--- src/rtl/axi_pkg.sv ---
// Shared AXI types for the arbiter: bus widths, response codes, master index and FSM state.
package axi_pkg;

    localparam int AXI_ADDR_W = 32;
    localparam int AXI_DATA_W = 32;
    localparam int AXI_LEN_W  = 8;
    localparam int AXI_STRB_W = AXI_DATA_W / 8;

    localparam logic [1:0] RESP_OKAY   = 2'b00;
    localparam logic [1:0] RESP_EXOKAY = 2'b01;
    localparam logic [1:0] RESP_SLVERR = 2'b10;
    localparam logic [1:0] RESP_DECERR = 2'b11;

    typedef logic mst_idx_t;

    // Beat counter sized from arlen so a 256-beat burst never wraps.
    typedef logic [AXI_LEN_W-1:0] beat_cnt_t;

    typedef enum logic [2:0] {
        IDLE    = 3'd0,
        RD_ADDR = 3'd1,
        RD_DATA = 3'd2,
        WR_ADDR = 3'd3,
        WR_DATA = 3'd4,
        WR_RESP = 3'd5
    } arb_state_t;

endpackage

--- src/rtl/axi_intf.sv ---
// AXI4 subset bundle (AW/W/B/AR/R) used between masters, arbiter and the shared port.
interface axi_intf;
    import axi_pkg::*;

    logic [AXI_ADDR_W-1:0] awaddr;
    logic [AXI_LEN_W-1:0]  awlen;
    logic                  awvalid;
    logic                  awready;

    logic [AXI_DATA_W-1:0] wdata;
    logic [AXI_STRB_W-1:0] wstrb;
    logic                  wlast;
    logic                  wvalid;
    logic                  wready;

    logic [1:0]            bresp;
    logic                  bvalid;
    logic                  bready;

    logic [AXI_ADDR_W-1:0] araddr;
    logic [AXI_LEN_W-1:0]  arlen;
    logic                  arvalid;
    logic                  arready;

    logic [AXI_DATA_W-1:0] rdata;
    logic [1:0]            rresp;
    logic                  rlast;
    logic                  rvalid;
    logic                  rready;

    modport master (
        output awaddr, awlen, awvalid, input awready,
        output wdata, wstrb, wlast, wvalid, input wready,
        input  bresp, bvalid, output bready,
        output araddr, arlen, arvalid, input arready,
        input  rdata, rresp, rlast, rvalid, output rready
    );

    modport slave (
        input  awaddr, awlen, awvalid, output awready,
        input  wdata, wstrb, wlast, wvalid, output wready,
        output bresp, bvalid, input bready,
        input  araddr, arlen, arvalid, output arready,
        output rdata, rresp, rlast, rvalid, input rready
    );

endinterface

--- src/rtl/axi_arbiter.sv ---
// Two-master AXI arbiter, one locked transaction at a time, round-robin on contention.
// Grant costs one cycle; the waiting master sees ready=0 until the next IDLE; beats pass through with no buffering.
module axi_arbiter
    import axi_pkg::*;
#(
    parameter mst_idx_t RESET_PRIO = 1'b0
) (
    input  logic    clk,
    input  logic    rst,
    axi_intf.slave  axi_m0,
    axi_intf.slave  axi_m1,
    axi_intf.master axi_s,
    output logic    busy,
    output logic    owner
);

    arb_state_t state_q, state_d;
    beat_cnt_t  cnt_q, cnt_d;
    mst_idx_t   owner_q, owner_d;
    mst_idx_t   last_q, last_d;
    mst_idx_t   grant;
    logic       rd_win;
    logic       req0, req1;

    // Request fields of the current owner.
    logic [AXI_ADDR_W-1:0] sel_araddr, sel_awaddr;
    logic [AXI_LEN_W-1:0]  sel_arlen, sel_awlen;
    logic [AXI_DATA_W-1:0] sel_wdata;
    logic [AXI_STRB_W-1:0] sel_wstrb;
    logic                  sel_arvalid, sel_awvalid, sel_wvalid, sel_wlast;
    logic                  sel_rready, sel_bready;

    // Response fields before being steered to the owner.
    logic                  up_awready, up_wready, up_arready;
    logic                  up_bvalid, up_rvalid, up_rlast;
    logic [1:0]            up_bresp, up_rresp;
    logic [AXI_DATA_W-1:0] up_rdata;

    assign req0 = axi_m0.arvalid | axi_m0.awvalid;
    assign req1 = axi_m1.arvalid | axi_m1.awvalid;

    assign sel_araddr  = owner_q ? axi_m1.araddr  : axi_m0.araddr;
    assign sel_arlen   = owner_q ? axi_m1.arlen   : axi_m0.arlen;
    assign sel_arvalid = owner_q ? axi_m1.arvalid : axi_m0.arvalid;
    assign sel_rready  = owner_q ? axi_m1.rready  : axi_m0.rready;
    assign sel_awaddr  = owner_q ? axi_m1.awaddr  : axi_m0.awaddr;
    assign sel_awlen   = owner_q ? axi_m1.awlen   : axi_m0.awlen;
    assign sel_awvalid = owner_q ? axi_m1.awvalid : axi_m0.awvalid;
    assign sel_wdata   = owner_q ? axi_m1.wdata   : axi_m0.wdata;
    assign sel_wstrb   = owner_q ? axi_m1.wstrb   : axi_m0.wstrb;
    assign sel_wlast   = owner_q ? axi_m1.wlast   : axi_m0.wlast;
    assign sel_wvalid  = owner_q ? axi_m1.wvalid  : axi_m0.wvalid;
    assign sel_bready  = owner_q ? axi_m1.bready  : axi_m0.bready;

    assign busy  = (state_q != IDLE);
    assign owner = owner_q;

    always_ff @(posedge clk or posedge rst) begin
        if (rst) begin
            state_q <= IDLE;
            cnt_q   <= '0;
            owner_q <= RESET_PRIO;
            last_q  <= ~RESET_PRIO;
        end else begin
            state_q <= state_d;
            cnt_q   <= cnt_d;
            owner_q <= owner_d;
            last_q  <= last_d;
        end
    end

    always_comb begin
        state_d = state_q;
        cnt_d   = cnt_q;
        owner_d = owner_q;
        last_d  = last_q;
        grant   = owner_q;
        rd_win  = 1'b0;

        axi_s.awaddr  = '0;
        axi_s.awlen   = '0;
        axi_s.awvalid = 1'b0;
        axi_s.wdata   = '0;
        axi_s.wstrb   = '0;
        axi_s.wlast   = 1'b0;
        axi_s.wvalid  = 1'b0;
        axi_s.bready  = 1'b0;
        axi_s.araddr  = '0;
        axi_s.arlen   = '0;
        axi_s.arvalid = 1'b0;
        axi_s.rready  = 1'b0;

        up_awready = 1'b0;
        up_wready  = 1'b0;
        up_arready = 1'b0;
        up_bvalid  = 1'b0;
        up_bresp   = '0;
        up_rvalid  = 1'b0;
        up_rdata   = '0;
        up_rresp   = '0;
        up_rlast   = 1'b0;

        unique case (state_q)
            IDLE: begin
                if (req0 || req1) begin
                    // Contention goes to whoever did not win last time.
                    grant   = (req0 && req1) ? ~last_q : req1;
                    rd_win  = grant ? axi_m1.arvalid : axi_m0.arvalid;
                    owner_d = grant;
                    last_d  = grant;
                    state_d = rd_win ? RD_ADDR : WR_ADDR;
                end
            end
            RD_ADDR: begin
                axi_s.araddr  = sel_araddr;
                axi_s.arlen   = sel_arlen;
                axi_s.arvalid = sel_arvalid;
                up_arready    = axi_s.arready;
                if (sel_arvalid && axi_s.arready) begin
                    cnt_d   = sel_arlen;
                    state_d = RD_DATA;
                end
            end
            RD_DATA: begin
                axi_s.rready = sel_rready;
                up_rvalid    = axi_s.rvalid;
                up_rdata     = axi_s.rdata;
                up_rresp     = axi_s.rresp;
                up_rlast     = axi_s.rlast;
                // Completion is counted, not taken from rlast or rresp.
                if (axi_s.rvalid && sel_rready) begin
                    if (cnt_q == '0) begin
                        state_d = IDLE;
                    end else begin
                        cnt_d = cnt_q - 1'b1;
                    end
                end
            end
            WR_ADDR: begin
                axi_s.awaddr  = sel_awaddr;
                axi_s.awlen   = sel_awlen;
                axi_s.awvalid = sel_awvalid;
                up_awready    = axi_s.awready;
                if (sel_awvalid && axi_s.awready) begin
                    state_d = WR_DATA;
                end
            end
            WR_DATA: begin
                axi_s.wdata  = sel_wdata;
                axi_s.wstrb  = sel_wstrb;
                axi_s.wlast  = sel_wlast;
                axi_s.wvalid = sel_wvalid;
                up_wready    = axi_s.wready;
                if (sel_wvalid && axi_s.wready && sel_wlast) begin
                    state_d = WR_RESP;
                end
            end
            WR_RESP: begin
                axi_s.bready = sel_bready;
                up_bvalid    = axi_s.bvalid;
                up_bresp     = axi_s.bresp;
                if (axi_s.bvalid && sel_bready) begin
                    state_d = IDLE;
                end
            end
            default: begin
                state_d = IDLE;
            end
        endcase

        axi_m0.awready = up_awready & ~owner_q;
        axi_m0.wready  = up_wready  & ~owner_q;
        axi_m0.arready = up_arready & ~owner_q;
        axi_m0.bvalid  = up_bvalid  & ~owner_q;
        axi_m0.rvalid  = up_rvalid  & ~owner_q;
        axi_m0.rlast   = up_rlast   & ~owner_q;
        axi_m0.bresp   = owner_q ? 2'b00 : up_bresp;
        axi_m0.rresp   = owner_q ? 2'b00 : up_rresp;
        axi_m0.rdata   = owner_q ? '0    : up_rdata;

        axi_m1.awready = up_awready & owner_q;
        axi_m1.wready  = up_wready  & owner_q;
        axi_m1.arready = up_arready & owner_q;
        axi_m1.bvalid  = up_bvalid  & owner_q;
        axi_m1.rvalid  = up_rvalid  & owner_q;
        axi_m1.rlast   = up_rlast   & owner_q;
        axi_m1.bresp   = owner_q ? up_bresp : 2'b00;
        axi_m1.rresp   = owner_q ? up_rresp : 2'b00;
        axi_m1.rdata   = owner_q ? up_rdata : '0;
    end

endmodule
--- src/flat_wrapper.sv ---
// flat-port wrapper written by rule: the top's interface ports become plain ports
module axi_arbiter_flat import axi_pkg::*;
#(
    parameter mst_idx_t RESET_PRIO = 1'b0
)
  (clk, rst, busy, owner, axi_m0_awaddr, axi_m0_awlen, axi_m0_awvalid, axi_m0_awready, axi_m0_wdata, axi_m0_wstrb, axi_m0_wlast, axi_m0_wvalid, axi_m0_wready, axi_m0_bresp, axi_m0_bvalid, axi_m0_bready, axi_m0_araddr, axi_m0_arlen, axi_m0_arvalid, axi_m0_arready, axi_m0_rdata, axi_m0_rresp, axi_m0_rlast, axi_m0_rvalid, axi_m0_rready, axi_m1_awaddr, axi_m1_awlen, axi_m1_awvalid, axi_m1_awready, axi_m1_wdata, axi_m1_wstrb, axi_m1_wlast, axi_m1_wvalid, axi_m1_wready, axi_m1_bresp, axi_m1_bvalid, axi_m1_bready, axi_m1_araddr, axi_m1_arlen, axi_m1_arvalid, axi_m1_arready, axi_m1_rdata, axi_m1_rresp, axi_m1_rlast, axi_m1_rvalid, axi_m1_rready, axi_s_awaddr, axi_s_awlen, axi_s_awvalid, axi_s_awready, axi_s_wdata, axi_s_wstrb, axi_s_wlast, axi_s_wvalid, axi_s_wready, axi_s_bresp, axi_s_bvalid, axi_s_bready, axi_s_araddr, axi_s_arlen, axi_s_arvalid, axi_s_arready, axi_s_rdata, axi_s_rresp, axi_s_rlast, axi_s_rvalid, axi_s_rready);
  axi_intf axi_m0_i ();
  axi_intf axi_m1_i ();
  axi_intf axi_s_i ();
  input  logic clk;
  input  logic rst;
  output logic busy;
  output logic owner;
  input wire logic [$bits(axi_m0_i.awaddr)-1:0] axi_m0_awaddr;
  input wire logic [$bits(axi_m0_i.awlen)-1:0] axi_m0_awlen;
  input wire logic [$bits(axi_m0_i.awvalid)-1:0] axi_m0_awvalid;
  output wire logic [$bits(axi_m0_i.awready)-1:0] axi_m0_awready;
  input wire logic [$bits(axi_m0_i.wdata)-1:0] axi_m0_wdata;
  input wire logic [$bits(axi_m0_i.wstrb)-1:0] axi_m0_wstrb;
  input wire logic [$bits(axi_m0_i.wlast)-1:0] axi_m0_wlast;
  input wire logic [$bits(axi_m0_i.wvalid)-1:0] axi_m0_wvalid;
  output wire logic [$bits(axi_m0_i.wready)-1:0] axi_m0_wready;
  output wire logic [$bits(axi_m0_i.bresp)-1:0] axi_m0_bresp;
  output wire logic [$bits(axi_m0_i.bvalid)-1:0] axi_m0_bvalid;
  input wire logic [$bits(axi_m0_i.bready)-1:0] axi_m0_bready;
  input wire logic [$bits(axi_m0_i.araddr)-1:0] axi_m0_araddr;
  input wire logic [$bits(axi_m0_i.arlen)-1:0] axi_m0_arlen;
  input wire logic [$bits(axi_m0_i.arvalid)-1:0] axi_m0_arvalid;
  output wire logic [$bits(axi_m0_i.arready)-1:0] axi_m0_arready;
  output wire logic [$bits(axi_m0_i.rdata)-1:0] axi_m0_rdata;
  output wire logic [$bits(axi_m0_i.rresp)-1:0] axi_m0_rresp;
  output wire logic [$bits(axi_m0_i.rlast)-1:0] axi_m0_rlast;
  output wire logic [$bits(axi_m0_i.rvalid)-1:0] axi_m0_rvalid;
  input wire logic [$bits(axi_m0_i.rready)-1:0] axi_m0_rready;
  input wire logic [$bits(axi_m1_i.awaddr)-1:0] axi_m1_awaddr;
  input wire logic [$bits(axi_m1_i.awlen)-1:0] axi_m1_awlen;
  input wire logic [$bits(axi_m1_i.awvalid)-1:0] axi_m1_awvalid;
  output wire logic [$bits(axi_m1_i.awready)-1:0] axi_m1_awready;
  input wire logic [$bits(axi_m1_i.wdata)-1:0] axi_m1_wdata;
  input wire logic [$bits(axi_m1_i.wstrb)-1:0] axi_m1_wstrb;
  input wire logic [$bits(axi_m1_i.wlast)-1:0] axi_m1_wlast;
  input wire logic [$bits(axi_m1_i.wvalid)-1:0] axi_m1_wvalid;
  output wire logic [$bits(axi_m1_i.wready)-1:0] axi_m1_wready;
  output wire logic [$bits(axi_m1_i.bresp)-1:0] axi_m1_bresp;
  output wire logic [$bits(axi_m1_i.bvalid)-1:0] axi_m1_bvalid;
  input wire logic [$bits(axi_m1_i.bready)-1:0] axi_m1_bready;
  input wire logic [$bits(axi_m1_i.araddr)-1:0] axi_m1_araddr;
  input wire logic [$bits(axi_m1_i.arlen)-1:0] axi_m1_arlen;
  input wire logic [$bits(axi_m1_i.arvalid)-1:0] axi_m1_arvalid;
  output wire logic [$bits(axi_m1_i.arready)-1:0] axi_m1_arready;
  output wire logic [$bits(axi_m1_i.rdata)-1:0] axi_m1_rdata;
  output wire logic [$bits(axi_m1_i.rresp)-1:0] axi_m1_rresp;
  output wire logic [$bits(axi_m1_i.rlast)-1:0] axi_m1_rlast;
  output wire logic [$bits(axi_m1_i.rvalid)-1:0] axi_m1_rvalid;
  input wire logic [$bits(axi_m1_i.rready)-1:0] axi_m1_rready;
  output wire logic [$bits(axi_s_i.awaddr)-1:0] axi_s_awaddr;
  output wire logic [$bits(axi_s_i.awlen)-1:0] axi_s_awlen;
  output wire logic [$bits(axi_s_i.awvalid)-1:0] axi_s_awvalid;
  input wire logic [$bits(axi_s_i.awready)-1:0] axi_s_awready;
  output wire logic [$bits(axi_s_i.wdata)-1:0] axi_s_wdata;
  output wire logic [$bits(axi_s_i.wstrb)-1:0] axi_s_wstrb;
  output wire logic [$bits(axi_s_i.wlast)-1:0] axi_s_wlast;
  output wire logic [$bits(axi_s_i.wvalid)-1:0] axi_s_wvalid;
  input wire logic [$bits(axi_s_i.wready)-1:0] axi_s_wready;
  input wire logic [$bits(axi_s_i.bresp)-1:0] axi_s_bresp;
  input wire logic [$bits(axi_s_i.bvalid)-1:0] axi_s_bvalid;
  output wire logic [$bits(axi_s_i.bready)-1:0] axi_s_bready;
  output wire logic [$bits(axi_s_i.araddr)-1:0] axi_s_araddr;
  output wire logic [$bits(axi_s_i.arlen)-1:0] axi_s_arlen;
  output wire logic [$bits(axi_s_i.arvalid)-1:0] axi_s_arvalid;
  input wire logic [$bits(axi_s_i.arready)-1:0] axi_s_arready;
  input wire logic [$bits(axi_s_i.rdata)-1:0] axi_s_rdata;
  input wire logic [$bits(axi_s_i.rresp)-1:0] axi_s_rresp;
  input wire logic [$bits(axi_s_i.rlast)-1:0] axi_s_rlast;
  input wire logic [$bits(axi_s_i.rvalid)-1:0] axi_s_rvalid;
  output wire logic [$bits(axi_s_i.rready)-1:0] axi_s_rready;
  assign axi_m0_i.awaddr = axi_m0_awaddr;
  assign axi_m0_i.awlen = axi_m0_awlen;
  assign axi_m0_i.awvalid = axi_m0_awvalid;
  assign axi_m0_awready = axi_m0_i.awready;
  assign axi_m0_i.wdata = axi_m0_wdata;
  assign axi_m0_i.wstrb = axi_m0_wstrb;
  assign axi_m0_i.wlast = axi_m0_wlast;
  assign axi_m0_i.wvalid = axi_m0_wvalid;
  assign axi_m0_wready = axi_m0_i.wready;
  assign axi_m0_bresp = axi_m0_i.bresp;
  assign axi_m0_bvalid = axi_m0_i.bvalid;
  assign axi_m0_i.bready = axi_m0_bready;
  assign axi_m0_i.araddr = axi_m0_araddr;
  assign axi_m0_i.arlen = axi_m0_arlen;
  assign axi_m0_i.arvalid = axi_m0_arvalid;
  assign axi_m0_arready = axi_m0_i.arready;
  assign axi_m0_rdata = axi_m0_i.rdata;
  assign axi_m0_rresp = axi_m0_i.rresp;
  assign axi_m0_rlast = axi_m0_i.rlast;
  assign axi_m0_rvalid = axi_m0_i.rvalid;
  assign axi_m0_i.rready = axi_m0_rready;
  assign axi_m1_i.awaddr = axi_m1_awaddr;
  assign axi_m1_i.awlen = axi_m1_awlen;
  assign axi_m1_i.awvalid = axi_m1_awvalid;
  assign axi_m1_awready = axi_m1_i.awready;
  assign axi_m1_i.wdata = axi_m1_wdata;
  assign axi_m1_i.wstrb = axi_m1_wstrb;
  assign axi_m1_i.wlast = axi_m1_wlast;
  assign axi_m1_i.wvalid = axi_m1_wvalid;
  assign axi_m1_wready = axi_m1_i.wready;
  assign axi_m1_bresp = axi_m1_i.bresp;
  assign axi_m1_bvalid = axi_m1_i.bvalid;
  assign axi_m1_i.bready = axi_m1_bready;
  assign axi_m1_i.araddr = axi_m1_araddr;
  assign axi_m1_i.arlen = axi_m1_arlen;
  assign axi_m1_i.arvalid = axi_m1_arvalid;
  assign axi_m1_arready = axi_m1_i.arready;
  assign axi_m1_rdata = axi_m1_i.rdata;
  assign axi_m1_rresp = axi_m1_i.rresp;
  assign axi_m1_rlast = axi_m1_i.rlast;
  assign axi_m1_rvalid = axi_m1_i.rvalid;
  assign axi_m1_i.rready = axi_m1_rready;
  assign axi_s_awaddr = axi_s_i.awaddr;
  assign axi_s_awlen = axi_s_i.awlen;
  assign axi_s_awvalid = axi_s_i.awvalid;
  assign axi_s_i.awready = axi_s_awready;
  assign axi_s_wdata = axi_s_i.wdata;
  assign axi_s_wstrb = axi_s_i.wstrb;
  assign axi_s_wlast = axi_s_i.wlast;
  assign axi_s_wvalid = axi_s_i.wvalid;
  assign axi_s_i.wready = axi_s_wready;
  assign axi_s_i.bresp = axi_s_bresp;
  assign axi_s_i.bvalid = axi_s_bvalid;
  assign axi_s_bready = axi_s_i.bready;
  assign axi_s_araddr = axi_s_i.araddr;
  assign axi_s_arlen = axi_s_i.arlen;
  assign axi_s_arvalid = axi_s_i.arvalid;
  assign axi_s_i.arready = axi_s_arready;
  assign axi_s_i.rdata = axi_s_rdata;
  assign axi_s_i.rresp = axi_s_rresp;
  assign axi_s_i.rlast = axi_s_rlast;
  assign axi_s_i.rvalid = axi_s_rvalid;
  assign axi_s_rready = axi_s_i.rready;
  axi_arbiter #(.RESET_PRIO(RESET_PRIO)) u_core (.clk(clk), .rst(rst), .axi_m0(axi_m0_i), .axi_m1(axi_m1_i), .axi_s(axi_s_i), .busy(busy), .owner(owner));
endmodule
--- config.mk ---
export PLATFORM = sky130hd
export DESIGN_NAME = axi_arbiter_flat
export DESIGN_NICKNAME = d
export VERILOG_FILES = /design/src/rtl/axi_pkg.sv /design/src/rtl/axi_intf.sv /design/src/rtl/axi_arbiter.sv /design/src/flat_wrapper.sv
export SDC_FILE = /design/constraint.sdc
export NUM_CORES = 1
export LEC_CHECK = 0
export ABC_CLOCK_PERIOD_IN_PS = 3250
export BUFFER_PORTS_ARGS = -buffer_cell sky130_fd_sc_hd__buf_2
export CAP_MARGIN = 5
export CORE_AREA = 2 2 191 193
export CTS_CLUSTER_DIAMETER = 30
export DETAILED_ROUTE_END_ITERATION = 10
export DIE_AREA = 0 0 193 195
export GPL_TIMING_DRIVEN = 0
export PLACE_DENSITY = 0.42
export RECOVER_POWER = 50
export SETUP_SLACK_MARGIN = 0.2
export SLEW_MARGIN = 15
export SYNTH_ARGS = -nofsm -noshare
export SYNTH_HDL_FRONTEND = slang
export SYNTH_SLANG_ARGS = --single-unit
--- constraint.sdc ---
create_clock -name clk -period 3.25 [get_ports clk]
set_input_delay 0.65 -clock clk [delete_from_list [all_inputs] [get_ports clk]]
set_output_delay 0.65 -clock clk [all_outputs]
set_load 0.05 [all_outputs]
==> impl_metrics.toml <==
[run_status]
outcome = "complete, no violations"

[yosys]
synth.area.top_cells = "mux2i_1 35%, nor2_1 15%, dfrtp_1 8.9%"
syn_avg_cell_area_sq_um = 6.86
synth_seq_area_share_pct = 9.72
yosysWarnings = 0
synth.cell_area_sq_um = 3360
synth_fa_ha_area_share_pct = 0.745
ys.flop_type = "dfrtp_1"
synth_edf_count = 0
ys_types = 43
synth-seq-cells = 13
netlist.top_cell.by_area = "mux2i_1"
netlist_instances = 490
netlist.area_leader.share_pct = 35.2
synth_top_family_by_area = "simple AND/OR/NAND/NOR gates"
synth_compound_area_share_pct = 8.72
synth-xor-area-share_pct = 0
synth-simple-area-share_pct = 38.0
async_reset_ff_share_pct = 100
synth_mux_area_share_pct = 36.5
syn_nets = 780

[run]
drv_cap = 0

[cts]
cts_made_buffers = 3
cts.sinks = 13
clk_latency_ns = 0.25
ctsHoldBuffers = 0
cts_root_buf = "clkbuf_16"
cts_tree = "done"
clockBufferDepth = 2
htreeDepth = 1
clkTransAtPathRegs_ns = 0.05

[worst_setup_path]
worstPathCellList = "buf_2 -> and2b_1 -> and2b_1 -> clkbuf_4 -> clkbuf_2 -> and3_1 -> buf_2"
worstReg2RegEnd = "u_core.cnt_q[3]$_DFFE_PP0P_"
cp-end-kind = "primary output"
path_class = "flip-flop to primary output"
worstPathRequired_ns = 2.60
critPathBufInv = 4
r2r_cells = 7
critPathMaxFanout = 10
critPathMaxStageDelay_ns = 0.35
cpMaxStageDelayCell = "dfrtp_1"
r2r_start = "u_core.state_q[2]$_DFFE_PP0P_"
setup.worst_path.start_class = "flip-flop"
crit_arrival_ns = 2.33
regToRegSetupSlack_ns = 1.24
path_delay_family = "buffers and inverters"

[timing]
slew_violations = 0
whs_ns = 0.437
tightest_slew_ns = 0.751
setup_violations = 0
fmax_mhz = 336
relSlewSlack_pct = 50.2
skew_ns = 0.00155
min_period_ns = 2.98
setup_ws_ns = 0.273
timing.final.crit_share_pct = 91.6
final-hold-violation-count = 0
rsz0062_at_grt = "yes"

[grt]
antenna_found_initial = 0
grt_use_total_pct = 10.9
grt_pass1_vias = 5112
grt_pass1_wl_microns = 30900
grt_max_degree = 14
grt_overflow = 0

[pwr]
p_per_area_nw_per_um2 = 843
irDropWorstVdd_v = 0.000300
p_leak_nw = 3.85

[drt]
ant_nets = 0
viasPerCell = 3.74
dr.pass1.iters = 4
drt-total-wl_microns = 22600
wl_met1_microns = 9100
highest_layer = "met4"
drt_iter0_drc = 248
drc = 0
route.met2.wl_microns = 11900
wl_per_cell_microns = 15.6
num_vias = 5420
wl_met3_microns = 1520

[floorplanning]
die_h_microns = 195
core_sq_um = 35400
start_util_pct = 9.49
num_rows = 69
die_x_microns = 193
dieArea_sq_um = 37600
ios = 496

[final_layout]
drive_gt1_share_pct = 50.5
final_cell_area_sq_um = 6490
fin_nets = 1280
layout.cells.non_filler = 1450
area_growth_pct = 93.2
antenna_cells = 0

[placed_design]
gp_congestion = 0.839
portBuffers = 495
pre_cts_ws_ns = -0.377
hpwlAfterDp_microns = 19700
post_dp_cell_area_sq_um = 6410
placed_cells_incl_taps = 1446

[worst_hold_path]
hp-class = "input pin to async pin"
==> worst reg2reg max path, stage by stage, from the launching register on <==
cell and delay, ns:
dfrtp_1 0.35, buf_2 0.18, and2b_1 0.34, and2b_1 0.27, clkbuf_1 0.39, o31ai_1 0.14
a21oi_1 0.18, nor2_1 0.05
==> synthesized netlist by cell type, types with 2 or more instances <==
cell	instances
a21oi_1	13
a31oi_1	4
and2_1	37
and2b_1	2
and3_1	43
and4_1	2
buf_1	3
buf_2	16
clkbuf_1	25
dfrtp_1	12
ha_1	2
inv_1	5
mux2_2	4
mux2i_1	118
nand2_1	19
nand3_1	4
nor2_1	132
nor3_1	3
nor3b_1	7
o21ai_0	14
o2bb2ai_1	2
o31ai_1	2
==> placed cells by master (no fill, tap or decap), types with 5 or more instances in the layout <==
master	instances
buf_2	424
and3_1	43
nor3b_1	6
clkbuf_1	58
buf_4	6
mux2i_1	117
dfrtp_1	12
and2_1	36
nor2_1	131
nand2_1	18
clkbuf_2	47
inv_1	5
o21ai_0	14
a21oi_1	13
==> sequential cells by signal, indices dropped and copies added (netlist names) <==
signal	count
u_core.state_q	3
u_core.last_q	1
u_core.cnt_q	8
u_core.owner	1
==> cell families (layout without fill, tap and decap cells) <==
logic type,Yosys count,count (layout)
adders and majority gates,2,2
DFF,13,13
and+or+nand+nor,259,259
buffers and inverters,50,549
muxes,122,122
AOI/OAI and AO/OA,44,44
==> final cells by class <==
class / count / area (sq um)
tap: 461 / 577
timing repair buffer: 495 / 2430
buffer: 45 / 225
fill: 4123 / 28900
sequential: 13 / 327
clock buffer: 4 / 78.8
multi-input combinational: 427 / 2830
inverter: 5 / 18.8
==> per-stage QoR <==
stage | util [%] | power [mW] | setup TNS (ns)
2_1_floorplan | - | 3.90 | 0
3_3_place_gp | 18.1 | 5.25 | -2.36
3_5_place_dp | 18.1 | 5.27 | -2.32
4_1_cts | 18.5 | 5.58 | 0
5_1_grt | 18.3 | 5.85 | 0
6_report | 18.3 | 5.47 | 0
==> report_power, final <==
| part | total, mW | switching (mW) | internal [mW] | leakage [nW] |
|---|---|---|---|---|
| Clock | 0.243 | 0.0767 | 0.166 | 0.0382 |
| Combinational | 4.90 | 3.55 | 1.35 | 3.66 |
| Sequential | 0.325 | 0.0794 | 0.246 | 0.156 |
| Total | 5.47 | 3.71 | 1.76 | 3.85 |
==> how the worst max path moves through the flow <==
stage	start	endpoint	slack [ns]	cells past startpoint
after detailed placement	u_core.owner$_DFFE_PP0P_	axi_m1_bresp[0]	-0.38	6
after global placement	u_core.owner$_DFFE_PP0P_	axi_m1_bresp[0]	-0.37	6
after global routing	u_core.state_q[2]$_DFFE_PP0P_	axi_m1_rdata[28]	0.13	7
after CTS	u_core.state_q[2]$_DFFE_PP0P_	axi_s_arlen[0]	0.16	7
final	u_core.state_q[2]$_DFFE_PP0P_	axi_m1_rdata[30]	0.27	7
after floorplan	u_core.owner$_DFFE_PP0P_	axi_m0_awready	0.15	5
==> timing repair <==
action                     4_1_cts  5_1_grt
gates resized for setup         17       15
setup buffers                    0        0
pin swaps                        0        0
setup endpoints to repair      185       70
==> routing by layer <==
metal | GRT usage (%) | up-vias
met5 | 0 | -
met4 | 0.926 | 0
met3 | 1.37 | 6
met2 | 21.0 | 279
met1 | 13.2 | 2455
li1 | - | 2680
Power figures use the tool's default switching activity.
